==> src/rtl/sonar_pkg.sv <==
// Shared types, default constants and the tick-to-millimetre conversion
// for the sonar range filter and anything that models it.
package sonar_pkg;

    typedef enum logic [1:0] {
        IDLE   = 2'd0,
        SCALE  = 2'd1,
        SORT   = 2'd2,
        UPDATE = 2'd3
    } state_t;

    localparam int unsigned SCALE_MUL_DEF       = 225;
    localparam int unsigned SCALE_SHIFT_DEF     = 16;
    localparam int unsigned TIMEOUT_TICKS_DEF   = 1_900_000;
    localparam int unsigned RANGE_MAX_MM_DEF    = 6000;
    localparam int unsigned NEAR_MM_DEF         = 300;
    localparam int unsigned HYST_MM_DEF         = 50;
    localparam int unsigned WATCHDOG_CYCLES_DEF = 10_000_000;

    // Echo ticks to mm: 32x16 multiply kept at 48 bits, shifted, then clamped.
    // A count at or beyond the timeout is a missing echo and reads as max range.
    function automatic logic [15:0] ticks_to_mm(
        input logic [31:0] raw,
        input logic [15:0] mul,
        input logic [5:0]  shift,
        input logic [31:0] timeout,
        input logic [15:0] max_mm
    );
        logic [47:0] prod;
        logic [47:0] shifted;
        logic [15:0] result;
        prod    = {16'd0, raw} * {32'd0, mul};
        shifted = prod >> shift;
        if (raw >= timeout) begin
            result = max_mm;
        end else if (shifted > {32'd0, max_mm}) begin
            result = max_mm;
        end else begin
            result = shifted[15:0];
        end
        return result;
    endfunction

endpackage

==> src/rtl/sonar_range_filter_median3.sv <==
// Combinational median of three unsigned 16-bit values.
module median3 (
    input  logic [15:0] a_i,
    input  logic [15:0] b_i,
    input  logic [15:0] c_i,
    output logic [15:0] med_o
);

    logic [15:0] lo_s;
    logic [15:0] hi_s;
    logic [15:0] hi_c_s;

    // median = max(min(a,b), min(max(a,b),c))
    always_comb begin
        if (a_i < b_i) begin
            lo_s = a_i;
            hi_s = b_i;
        end else begin
            lo_s = b_i;
            hi_s = a_i;
        end
        if (hi_s < c_i) begin
            hi_c_s = hi_s;
        end else begin
            hi_c_s = c_i;
        end
        if (lo_s > hi_c_s) begin
            med_o = lo_s;
        end else begin
            med_o = hi_c_s;
        end
    end

endmodule

==> src/rtl/sonar_range_filter.sv <==
// Sonar echo-width to distance filter: scale/clamp, median-of-3, obstacle
// flag with hysteresis, stale-data watchdog and sticky overrun.
module sonar_range_filter
    import sonar_pkg::*;
#(
    parameter int unsigned SCALE_MUL       = SCALE_MUL_DEF,
    parameter int unsigned SCALE_SHIFT     = SCALE_SHIFT_DEF,
    parameter int unsigned TIMEOUT_TICKS   = TIMEOUT_TICKS_DEF,
    parameter int unsigned RANGE_MAX_MM    = RANGE_MAX_MM_DEF,
    parameter int unsigned NEAR_MM         = NEAR_MM_DEF,
    parameter int unsigned HYST_MM         = HYST_MM_DEF,
    parameter int unsigned WATCHDOG_CYCLES = WATCHDOG_CYCLES_DEF
) (
    input  logic        clk,
    input  logic        reset,
    input  logic        raw_valid,
    input  logic [31:0] raw_dist,
    output logic [15:0] dist_mm,
    output logic        dist_valid,
    output logic        obstacle,
    output logic        stale,
    output logic        overrun
);

    localparam logic [15:0] MUL_L     = 16'(SCALE_MUL);
    localparam logic [5:0]  SHIFT_L   = 6'(SCALE_SHIFT);
    localparam logic [31:0] TIMEOUT_L = 32'(TIMEOUT_TICKS);
    localparam logic [15:0] MAX_L     = 16'(RANGE_MAX_MM);
    localparam logic [15:0] NEAR_L    = 16'(NEAR_MM);
    localparam logic [15:0] REL_L     = 16'(NEAR_MM + HYST_MM);
    localparam logic [31:0] WD_L      = 32'(WATCHDOG_CYCLES);

    state_t      state_q,      state_d;
    logic [31:0] raw_q,        raw_d;
    logic [15:0] h0_q,         h0_d;
    logic [15:0] h1_q,         h1_d;
    logic [15:0] h2_q,         h2_d;
    logic [1:0]  fill_q,       fill_d;
    logic [31:0] wd_q,         wd_d;
    logic [15:0] dist_mm_q,    dist_mm_d;
    logic        dist_valid_q, dist_valid_d;
    logic        obstacle_q,   obstacle_d;
    logic        stale_q,      stale_d;
    logic        overrun_q,    overrun_d;

    logic [15:0] sample_s;
    logic [15:0] med_s;
    logic [15:0] filt_s;

    assign sample_s = ticks_to_mm(raw_q, MUL_L, SHIFT_L, TIMEOUT_L, MAX_L);

    median3 u_median3 (
        .a_i   (h0_q),
        .b_i   (h1_q),
        .c_i   (h2_q),
        .med_o (med_s)
    );

    // With only two samples the nearer one wins, so a real obstacle is never hidden.
    always_comb begin
        case (fill_q)
            2'd1: filt_s = h0_q;
            2'd2: filt_s = (h0_q < h1_q) ? h0_q : h1_q;
            default: filt_s = med_s;
        endcase
    end

    // Next-state, datapath and flag logic.
    always_comb begin
        state_d      = state_q;
        raw_d        = raw_q;
        h0_d         = h0_q;
        h1_d         = h1_q;
        h2_d         = h2_q;
        fill_d       = fill_q;
        dist_mm_d    = dist_mm_q;
        dist_valid_d = 1'b0;
        obstacle_d   = obstacle_q;
        wd_d         = (wd_q < WD_L) ? (wd_q + 32'd1) : wd_q;

        case (state_q)
            IDLE: begin
                if (raw_valid) begin
                    raw_d   = raw_dist;
                    wd_d    = 32'd0;
                    state_d = SCALE;
                end else begin
                    state_d = IDLE;
                end
            end
            SCALE: begin
                h0_d    = sample_s;
                h1_d    = h0_q;
                h2_d    = h1_q;
                fill_d  = (fill_q == 2'd3) ? 2'd3 : (fill_q + 2'd1);
                state_d = SORT;
            end
            SORT: begin
                // Outputs register here so they are visible during UPDATE.
                dist_mm_d    = filt_s;
                dist_valid_d = 1'b1;
                if (filt_s < NEAR_L) begin
                    obstacle_d = 1'b1;
                end else if (filt_s > REL_L) begin
                    obstacle_d = 1'b0;
                end else begin
                    obstacle_d = obstacle_q;
                end
                state_d = UPDATE;
            end
            UPDATE: begin
                state_d = IDLE;
            end
            default: begin
                state_d = IDLE;
            end
        endcase

        if (raw_valid && (state_q != IDLE)) begin
            overrun_d = 1'b1;
        end else begin
            overrun_d = overrun_q;
        end

        // A fresh distance always beats a watchdog expiry.
        if (state_q == SORT) begin
            stale_d = 1'b0;
        end else if (wd_d >= WD_L) begin
            stale_d = 1'b1;
        end else begin
            stale_d = stale_q;
        end
    end

    // State and output registers with synchronous reset.
    always_ff @(posedge clk) begin
        if (reset) begin
            state_q      <= IDLE;
            raw_q        <= 32'd0;
            h0_q         <= 16'd0;
            h1_q         <= 16'd0;
            h2_q         <= 16'd0;
            fill_q       <= 2'd0;
            wd_q         <= 32'd0;
            dist_mm_q    <= MAX_L;
            dist_valid_q <= 1'b0;
            obstacle_q   <= 1'b0;
            stale_q      <= 1'b0;
            overrun_q    <= 1'b0;
        end else begin
            state_q      <= state_d;
            raw_q        <= raw_d;
            h0_q         <= h0_d;
            h1_q         <= h1_d;
            h2_q         <= h2_d;
            fill_q       <= fill_d;
            wd_q         <= wd_d;
            dist_mm_q    <= dist_mm_d;
            dist_valid_q <= dist_valid_d;
            obstacle_q   <= obstacle_d;
            stale_q      <= stale_d;
            overrun_q    <= overrun_d;
        end
    end

    assign dist_mm    = dist_mm_q;
    assign dist_valid = dist_valid_q;
    assign obstacle   = obstacle_q;
    assign stale      = stale_q;
    assign overrun    = overrun_q;

endmodule

==> config.mk <==
export PLATFORM = sky130hd
export DESIGN_NAME = sonar_range_filter
export DESIGN_NICKNAME = d
export VERILOG_FILES = /design/src/rtl/sonar_pkg.sv /design/src/rtl/sonar_range_filter_median3.sv /design/src/rtl/sonar_range_filter.sv
export SDC_FILE = /design/constraint.sdc
export NUM_CORES = 1
export LEC_CHECK = 0
export CAP_MARGIN = 25
export CORE_MARGIN = 2
export CORE_UTILIZATION = 50
export CTS_CLUSTER_SIZE = 14
export DETAILED_ROUTE_END_ITERATION = 6
export MAX_ROUTING_LAYER = met4
export PLACE_DENSITY = 0.68
export SYNTH_ARGS = -nofsm -noshare
export SYNTH_HDL_FRONTEND = slang
export SYNTH_SLANG_ARGS = --single-unit
==> constraint.sdc <==
create_clock -name clk -period 9.2 [get_ports clk]
set_input_delay 1.84 -clock clk [delete_from_list [all_inputs] [get_ports clk]]
set_output_delay 1.84 -clock clk [all_outputs]
set_load 0.02 [all_outputs]
# Word-level counts from Yosys, hierarchy flattened
# Index checks and enable logic that the tools add are counted.
totals:
  ff_bits: 136
  input_bits: 35
  output_inout_bits: 20
  word_cells: 53
op_classes:
  addsub: 2
  mul: 1
  order_cmp: 9
  n_eq_ne: 6
  muxes: 16
  reduce_logical: 7
ops:
  columns: ["op", "n"]
  rows:
  - ["$mux 16", 6]
  - ["$mux 32", 3]
  - ["$mul 32x8->40 const B", 1]
  - ["$add 32x1->32 const B", 1]
  - ["$ge 32x21->1 const B", 1]
  - ["$ge 32x24->1 const B", 1]
  - ["$lt 16x16->1", 2]
  - ["$lt 32x24->1 const B", 1]
  - ["$pmux 16 s2", 1]
  - ["$gt 24x13->1 const B", 1]
  - ["$gt 16x16->1", 1]
  - ["$gt 16x9->1 const B", 1]
  - ["$lt 16x9->1 const B", 1]
  - ["$eq 2x2->1 const B", 4]
  - ["$pmux 2 s4", 1]
  - ["$eq 2x1->1 const B", 2]
  - ["$mux 1", 4]
  - ["$reduce_and 2->1", 2]
  - ["$reduce_bool 2->1", 2]
  - ["$add 2x1->2 const B", 1]
  - ["$logic_not 2->1", 1]
  - ["$mux 2", 1]
  - ["$reduce_or 2->1", 1]
  - ["$logic_and 1x1->1", 1]

# Longest topological paths before layout
# Gate-level depths: netlist of run 1.
depth:
  word_depth: 10
  mapped_depth: 34
  depth_no_buf: 29

# Hierarchy
# A second synthesis of run 1 with hierarchy kept.
hier_totals:
  hier_cells: 1508
  area_unflattened_um2: 12807.3
modules_own_cells:
  columns: ["module", "instances", "cells_each", "area_per_inst_um2", "seq_area_each_um2"]
  rows:
  - ["sonar_range_filter", 1, 1251, 10806.6, 2722.6]
  - ["median3", 1, 257, 2000.7, 0.0]

# Worst setup path after synthesis of run 1
# No wires, ideal clock.
synth_timing:
  kind: "register to register"
  startpoint: "register h1_q[15]"
  endpoint: "register obstacle_q, in the netlist obstacle"
  setup_time_ns: 0.126
  arrival_ns: 6.544
  t_required_ns: 9.074
  slack_ns: 2.530
  stages_incl_launch_ff: 33
  n_path_buf: 5
  synth_period_minus_slack_ns: 6.670
  path_cell_list: "dfxtp_1 -> inv_1 -> ha_1 -> nand4_2 -> or2_4 -> o41a_4 -> nand2_1 -> buf_2 -> buf_2 -> nand2_1 -> o21ai_0 -> ha_1 -> a21o_1 -> a21o_1 -> a211oi_1 -> nand3_1 -> a311oi_4 -> buf_6 -> buf_2 -> mux2_2 -> ha_1 -> nand3b_1 -> a21oi_1 -> o221ai_1 -> a311o_1 -> o22ai_1 -> buf_2 -> a22oi_1 -> a22oi_1 -> a211o_1 -> a21oi_1 -> o211ai_1 -> nand3_1"
synth_between:
  elab_chain_cells: 10
  elab_cells_between_ends: 13
  cone_classes: "order compare (5); mux (6); reduce/logical (2)"
synth_lines:
  columns: ["item", "line", "source"]
  rows:
  - ["start, declared", "sonar_range_filter.sv:36", "logic [15:0] h1_q, h1_d;"]
  - ["start signal, assigned", "sonar_range_filter.sv:141", "h1_q <= 16'd0;"]
  - ["start signal, assigned", "sonar_range_filter.sv:154", "h1_q <= h1_d;"]
  - ["$lt 16x16->1", "sonar_range_filter_median3.sv:15, sonar_range_filter.sv:63", null]
  - ["$mux 16", "sonar_range_filter_median3.sv:15", "if (a_i < b_i) begin"]
  - ["$lt 16x16->1", "sonar_range_filter_median3.sv:22", "if (hi_s < c_i) begin"]
  - ["$mux 16", "sonar_range_filter_median3.sv:22", null]
  - ["$gt 16x16->1", "sonar_range_filter_median3.sv:27", "if (lo_s > hi_c_s) begin"]
  - ["$mux 16", "sonar_range_filter_median3.sv:27", null]
  - ["$pmux 16 s2 *", "sonar_range_filter.sv:61", "case (fill_q)"]
  - ["$lt 16x9->1 or $gt 16x9->1 (tied branches)", "sonar_range_filter.sv:102, sonar_range_filter.sv:104", null]
  - ["$reduce_bool 2->1 (no source line)", null, null]
  - ["$reduce_and 2->1 (no source line)", null, null]
  - ["end signal, assigned", "sonar_range_filter.sv:160", "obstacle_q <= obstacle_d;"]
  - ["end, declared", "sonar_range_filter.sv:42", "logic obstacle_q, obstacle_d;"]
# Mark *: on every way between the ends. The rest lies on a longest branch, timed or not.
# A chain may end at the register's enable or synchronous reset.

# Worst setup path after layout of run 1
# Ends and elaborated chain as after synthesis.

==> flow_summary.ini, run 1 <==
[flow_run]
maxCapViolations = 0

[detailed_routing]
ant_nets = 0
drc_errors = 0
dr.pass1.iters = 7
route.vias.total = 9940
totalWireLength_mm = 27.4
via_per_inst = 5.48
drt_iter0_markers = 627
wire_per_inst_um = 15.1

[critical_path]
crit_required_ns = 9.57
path_delay_family = compound AO/OA/AOI/OAI gates
cp.arrival_ns = 8.38
path_common_cell = a21oi_1
cp_max_fo = 29
crit_end = obstacle$_SDFFE_PP0P_
rr_startpoint = h1_q[15]$_SDFFE_PP0N_
path_depth = 28
cp-start-kind = flop
ff2ff_path_depth = 28
critPathLaunch = h1_q[15]$_SDFFE_PP0N_
r2r_end = obstacle$_SDFFE_PP0P_
endpoint_kind = flop
path_class = reg2reg
max_stage_delay_ns = 0.77
crit_slowest_cell = nand2_1
r2r_setup_slack_ns = 1.19
cp_num_buf_inv = 3

[layout]
syn_to_final_growth_pct = 11.3
nets = 1747
drive_above_1_share = 0.0617
nFillCells = 2317
design_area_mm2 = 0.0136
layout.cells.non_filler = 1815
antenna_cells = 0

[synth]
yosys.area.top_type = dfxtp_1
synth_top_area_frac = 0.223
postSynthAreaPerCell_um2 = 8.39
ys_warn_count = 0
netlist_area_mm2 = 0.0122
ys_async_sr_fraction = 0
yosys-top-cells-count = inv_1, ha_1, nand2_1
synth_area_leaders = dfxtp_1, ha_1, fa_1
yosys_register_bits = 136
synthFlopType = dfxtp_1
yosysSeqAreaShare = 0.223
synth_cell_types = 92
syn-instance-count = 1453
synth_nets = 1722
synth_edf_count = 0
synth_most_common_cell = inv_1

[sta]
maxSlewHeadroom = 0.318
min_period_ns = 8.01
slew_violations = 0
fin_skew_ns = 0.0157
setup_viol_count_final = 0
timing.final.crit_share = 0.871
tightest_slew_ns = 1.02
grt_setup_unrepaired = false
fmax_mhz = 125
finalWorstSetupSlack_ns = 1.19
hold_violations = 0
fin_setup_tns_ns = 0

[placed_design]
port_buffers = 54
postPlaceCellArea_mm2 = 0.0130
gp_congestion = 0.958
dp_cells = 1783
dpl.hpwl_mm = 21.3
pre_cts_slack_ns = 1.37

[grt]
overflow = 0
grt_usage = 0.229
antenna_found_initial = 0
grt_pass1_vias = 9688
grt_max_degree = 65
grt_pass1_wl_mm = 47.3

[power_and_ir_drop]
intPower_uw = 1440
combPwrFrac = 0.451
power_uw = 2490
seqPwrFrac = 0.265
p_leak_uw = 0.00612
power_switching_uw = 1050
powerDensity_mw_per_mm2 = 183
switching_share = 0.423
clockPowerShare = 0.284
irDropWorstVdd_mv = 0.118

[cts]
cts_setup_buffers = 0
cts_resized = 0
clk_path_buf_depth = 2
ctsHoldBuffers = 0
cts-root-buf = clkbuf_16
cts_tree = done
cts_sinks = 136
clock_latency_ns = 0.44
clk_pin_slew_ns = 0.07
cts_made_buffers = 17
h-tree-depth = 4

[run_status]
outcome = finished, final reports clean

[floorplanning]
rows = 57
dieArea_mm2 = 0.0257
initial_core_util = 0.506
coreArea_mm2 = 0.0241
die_w_um = 160
die_h_um = 160
boundaryPins = 55

[hold_path]
hp-class = reg2reg
hp-start = wd_q[27]$_SDFF_PP0_
holdPathStages = 1
-- per-stage QoR --
stage          hold WS [ns]   util
3_5_place_dp          0.444  0.538
2_1_floorplan         0.430      -
3_3_place_gp          0.443  0.538
6_report              0.461  0.563
5_1_grt               0.472  0.563
4_1_cts               0.465  0.563
-- cell usage in the layout (no fill, tap or decap), types with 6 or more instances in the layout --
| cell | count |
|---|---|
| o21bai_1 | 6 |
| o221ai_1 | 9 |
| nor3_1 | 17 |
| xor2_1 | 16 |
| a211oi_1 | 21 |
| a21oi_1 | 75 |
| a211o_1 | 10 |
| nand2b_1 | 10 |
| and2_1 | 16 |
| nor2b_1 | 12 |
| and3_1 | 12 |
| buf_4 | 14 |
| ha_1 | 178 |
| clkbuf_16 | 17 |
| xnor2_1 | 24 |
| clkdlybuf4s50_1 | 53 |
| dfxtp_1 | 136 |
| o21a_1 | 13 |
| a22oi_1 | 11 |
| fa_1 | 55 |
| o21ai_0 | 66 |
| nand4_1 | 17 |
| o211ai_1 | 15 |
| nor2_2 | 7 |
| nor4_1 | 7 |
| a21o_1 | 26 |
| nand2_1 | 138 |
| nor2_1 | 120 |
| inv_1 | 183 |
| nand3_1 | 31 |
| mux2i_1 | 49 |
-- worst register-to-register path, delay by kind of cell (launching register included) --
family          cells  cell delay (ns)
fa+ha+maj           3             1.03
mux                 1             0.37
compound gates     16             3.94
flops               1             0.40
simple gates        5             1.52
buf+inv             3             0.67
-- worst min-delay path by stage --
stage / endpoint / slack, ns
6_report: wd_q[27]$_SDFF_PP0_ / 0.46
5_1_grt: wd_q[31]$_SDFF_PP0_ / 0.47
4_1_cts: wd_q[31]$_SDFF_PP0_ / 0.46
3_5_place_dp: wd_q[31]$_SDFF_PP0_ / 0.44
3_3_place_gp: wd_q[31]$_SDFF_PP0_ / 0.44
2_1_floorplan: wd_q[28]$_SDFF_PP0_ / 0.43
-- state kept, by name, summed over array words and instances, names as in the netlist, 2 cells and up --
name / count
fill_q: 2
raw_q: 32
wd_q: 32
h2_q: 16
state_q: 2
h1_q: 16
h0_q: 16
dist_mm: 16
-- power by group through the flow --
stage,clock (µW),combinational (µW),sequential [µW]
6_report,706,1120,660
5_1_grt,746,1260,667
4_1_cts,722,1120,661
3_5_place_dp,0,1110,675
3_3_place_gp,0,1100,673
2_1_floorplan,0,817,680
-- logic make-up after synthesis --
group           count (synthesis)  share of synthesized area
xor+xnor                       40                     0.0287
buf+inv                       244                     0.0779
flops                         136                      0.223
fa+ha+maj                     234                      0.274
simple gates                  417                      0.161
compound gates                332                      0.194
mux                            50                     0.0411
-- cell type report --
type / count / area (µm²) / area share
clock buffer: 17 / 425 / 0.0313
clock inverter: 15 / 175 / 0.0129
inverter: 183 / 687 / 0.0506
multi-input combinational: 1073 / 8530 / 0.628
sequential: 136 / 2720 / 0.200
tap: 324 / 405 / 0.0299
timing repair buffer: 67 / 636 / 0.0468
-- per-layer routing --
metal  vias to the layer above  part of all wire  GRT usage
li1                       5078                 -          -
met1                      4636              0.49      0.306
met2                       188              0.46      0.364
met3                        38             0.032     0.0301
met4                         0             0.019     0.0676
met5                         -                 0          -
No activity file was read; power rests on OpenSTA's default activity.
==> run 2, diff against run 1 <==
- RECOVER_POWER: unset -> 25
==> run 2 against run 1 <==
Via count increased by 0.21%; register-to-register slack about the same; critical endpoint unchanged; clock-buffer cell count unchanged; wire length increased by 0.26%; hold slack about the same; die area unchanged; the flow now finishes with violations (max-capacitance violations, max-slew violations); power increased by 0.12%; maximum frequency about the same; clock power about the same; combinational power about the same; setup slack improved by 0.0075 ns.
==> flow_summary.ini, run 2 (same netlist as run 1, synthesis figures left out) <==
[grt]
grt_max_degree = 65
grt_pass1_wl_mm = 47.3
antenna_found_initial = 0
overflow = 0
grt_pass1_vias = 9688
grt_usage = 0.229

[layout]
mostFrequentLayoutCells = inv_1, ha_1, nand2_1
multi_input_area_mm2 = 0.00853
final_common_cell = inv_1
nFillCells = 2321
nets = 1747
syn_to_final_growth_pct = 11.3
seq_area_mm2 = 0.00272
antenna_cells = 0
drive_above_1_share = 0.0604
design_area_mm2 = 0.0136
reg_top3 = raw_q: 32 flops, wd_q: 32 flops

[detailed_routing]
drt_iter0_markers = 668
totalWireLength_mm = 27.5
top_layer = met4
wl_met2_mm = 12.6
route.vias.total = 9961
dr.pass1.iters = 5
met1_length_mm = 13.5
wire_per_inst_um = 15.1
wl_met3_um = 852
ant_nets = 0
via_per_inst = 5.49
drc_errors = 0

[sta]
fmax_mhz = 125
hold_violations = 0
slew_violations = 108
min_period_ns = 8.00
setup_viol_count_final = 0
fin_setup_tns_ns = 0
tightest_slew_ns = 3.04
fin_skew_ns = 0.0151
grt_setup_unrepaired = false
timing.final.crit_share = 0.870
maxSlewHeadroom = -1.03

[cts]
clock_latency_ns = 0.44
cts_resized = 0
cts_made_buffers = 17
ctsHoldBuffers = 0
cts_tree = done
clk_path_buf_depth = 2
cts_setup_buffers = 0
clk_pin_slew_ns = 0.07
h-tree-depth = 4
cts_sinks = 136
cts-root-buf = clkbuf_16

[critical_path]
crit_slowest_cell = nand2_1
cp.arrival_ns = 8.38
cp-start-kind = flop
cp_max_fo = 29
path_class = reg2reg
path_common_cell = a21oi_1
max_stage_delay_ns = 0.76
crit_required_ns = 9.57
endpoint_kind = flop

[placed_design]
dpl.hpwl_mm = 21.3
port_buffers = 54
postPlaceCellArea_mm2 = 0.0130
gp_congestion = 0.958

[floorplanning]
rows = 57
boundaryPins = 55
die_h_um = 160
coreArea_mm2 = 0.0241
initial_core_util = 0.506
die_w_um = 160
dieArea_mm2 = 0.0257

[power_and_ir_drop]
powerDensity_mw_per_mm2 = 184
p_leak_uw = 0.00612
irDropWorstVdd_mv = 0.119

[hold_path]
hp-class = reg2reg

[run_status]
outcome = finished with violations
violations = max-capacitance violations, max-slew violations

[flow_run]
maxCapViolations = 2
==> run 2: power breakdown <==
part	leakage [µW]	internal [µW]	total, µW	switching, µW
clock	0.000289	388	707	318
combinational	0.00472	427	1120	697
sequential	0.00111	620	660	40.4
total	0.00612	1440	2490	1060
==> run 2: layout make-up <==
class | count | area share
Timing Repair Buffer | 67 | 0.0463
Inverter | 183 | 0.0506
Sequential cell | 136 | 0.201
Clock inverter | 15 | 0.0129
Tap cell | 324 | 0.0299
Clock buffer | 17 | 0.0313
Multi-Input combinational cell | 1073 | 0.628
==> run 2: worst max-delay path: cells and delay by family, from the launching register on <==
kind / cells / cell delay (ns)
multiplexers: 1 / 0.37
flip-flops: 1 / 0.41
AND/OR/NAND/NOR: 5 / 1.51
AO/OA/AOI/OAI: 16 / 3.94
buffers and inverters: 3 / 0.67
adder cells (fa/ha/maj): 3 / 1.03
==> run 2: layer usage <==
layer	track usage	up-vias
met2	0.364	190
li1	-	5080
met3	0.0301	39
met1	0.306	4652
met5	-	-
met4	0.0676	0
==> run 2: final timing paths <==
check                                           start                    end  slack, ns  cells past startpoint
worst min-delay path              wd_q[27]$_SDFF_PP0_    wd_q[27]$_SDFF_PP0_       0.46                      1
worst min register to register    wd_q[27]$_SDFF_PP0_    wd_q[27]$_SDFF_PP0_       0.46                      1
worst max-delay path            h1_q[15]$_SDFFE_PP0N_  obstacle$_SDFFE_PP0P_       1.20                     28
worst max register to register  h1_q[15]$_SDFFE_PP0N_  obstacle$_SDFFE_PP0P_       1.20                     28
==> run 2: per-stage QoR <==
step / cells / util / worst slack, ns / hold WS, ns / power (µW)
after global routing: 1815 / 0.563 / 0.712 / 0.472 / 2670
after detailed placement: 1783 / 0.538 / 1.37 / 0.444 / 1780
after CTS: 1815 / 0.563 / 1.30 / 0.465 / 2500
final: 1815 / 0.563 / 1.20 / 0.461 / 2490
after global placement: 1782 / 0.538 / 1.53 / 0.443 / 1780
after floorplan: 1453 / - / 2.53 / 0.430 / 1500
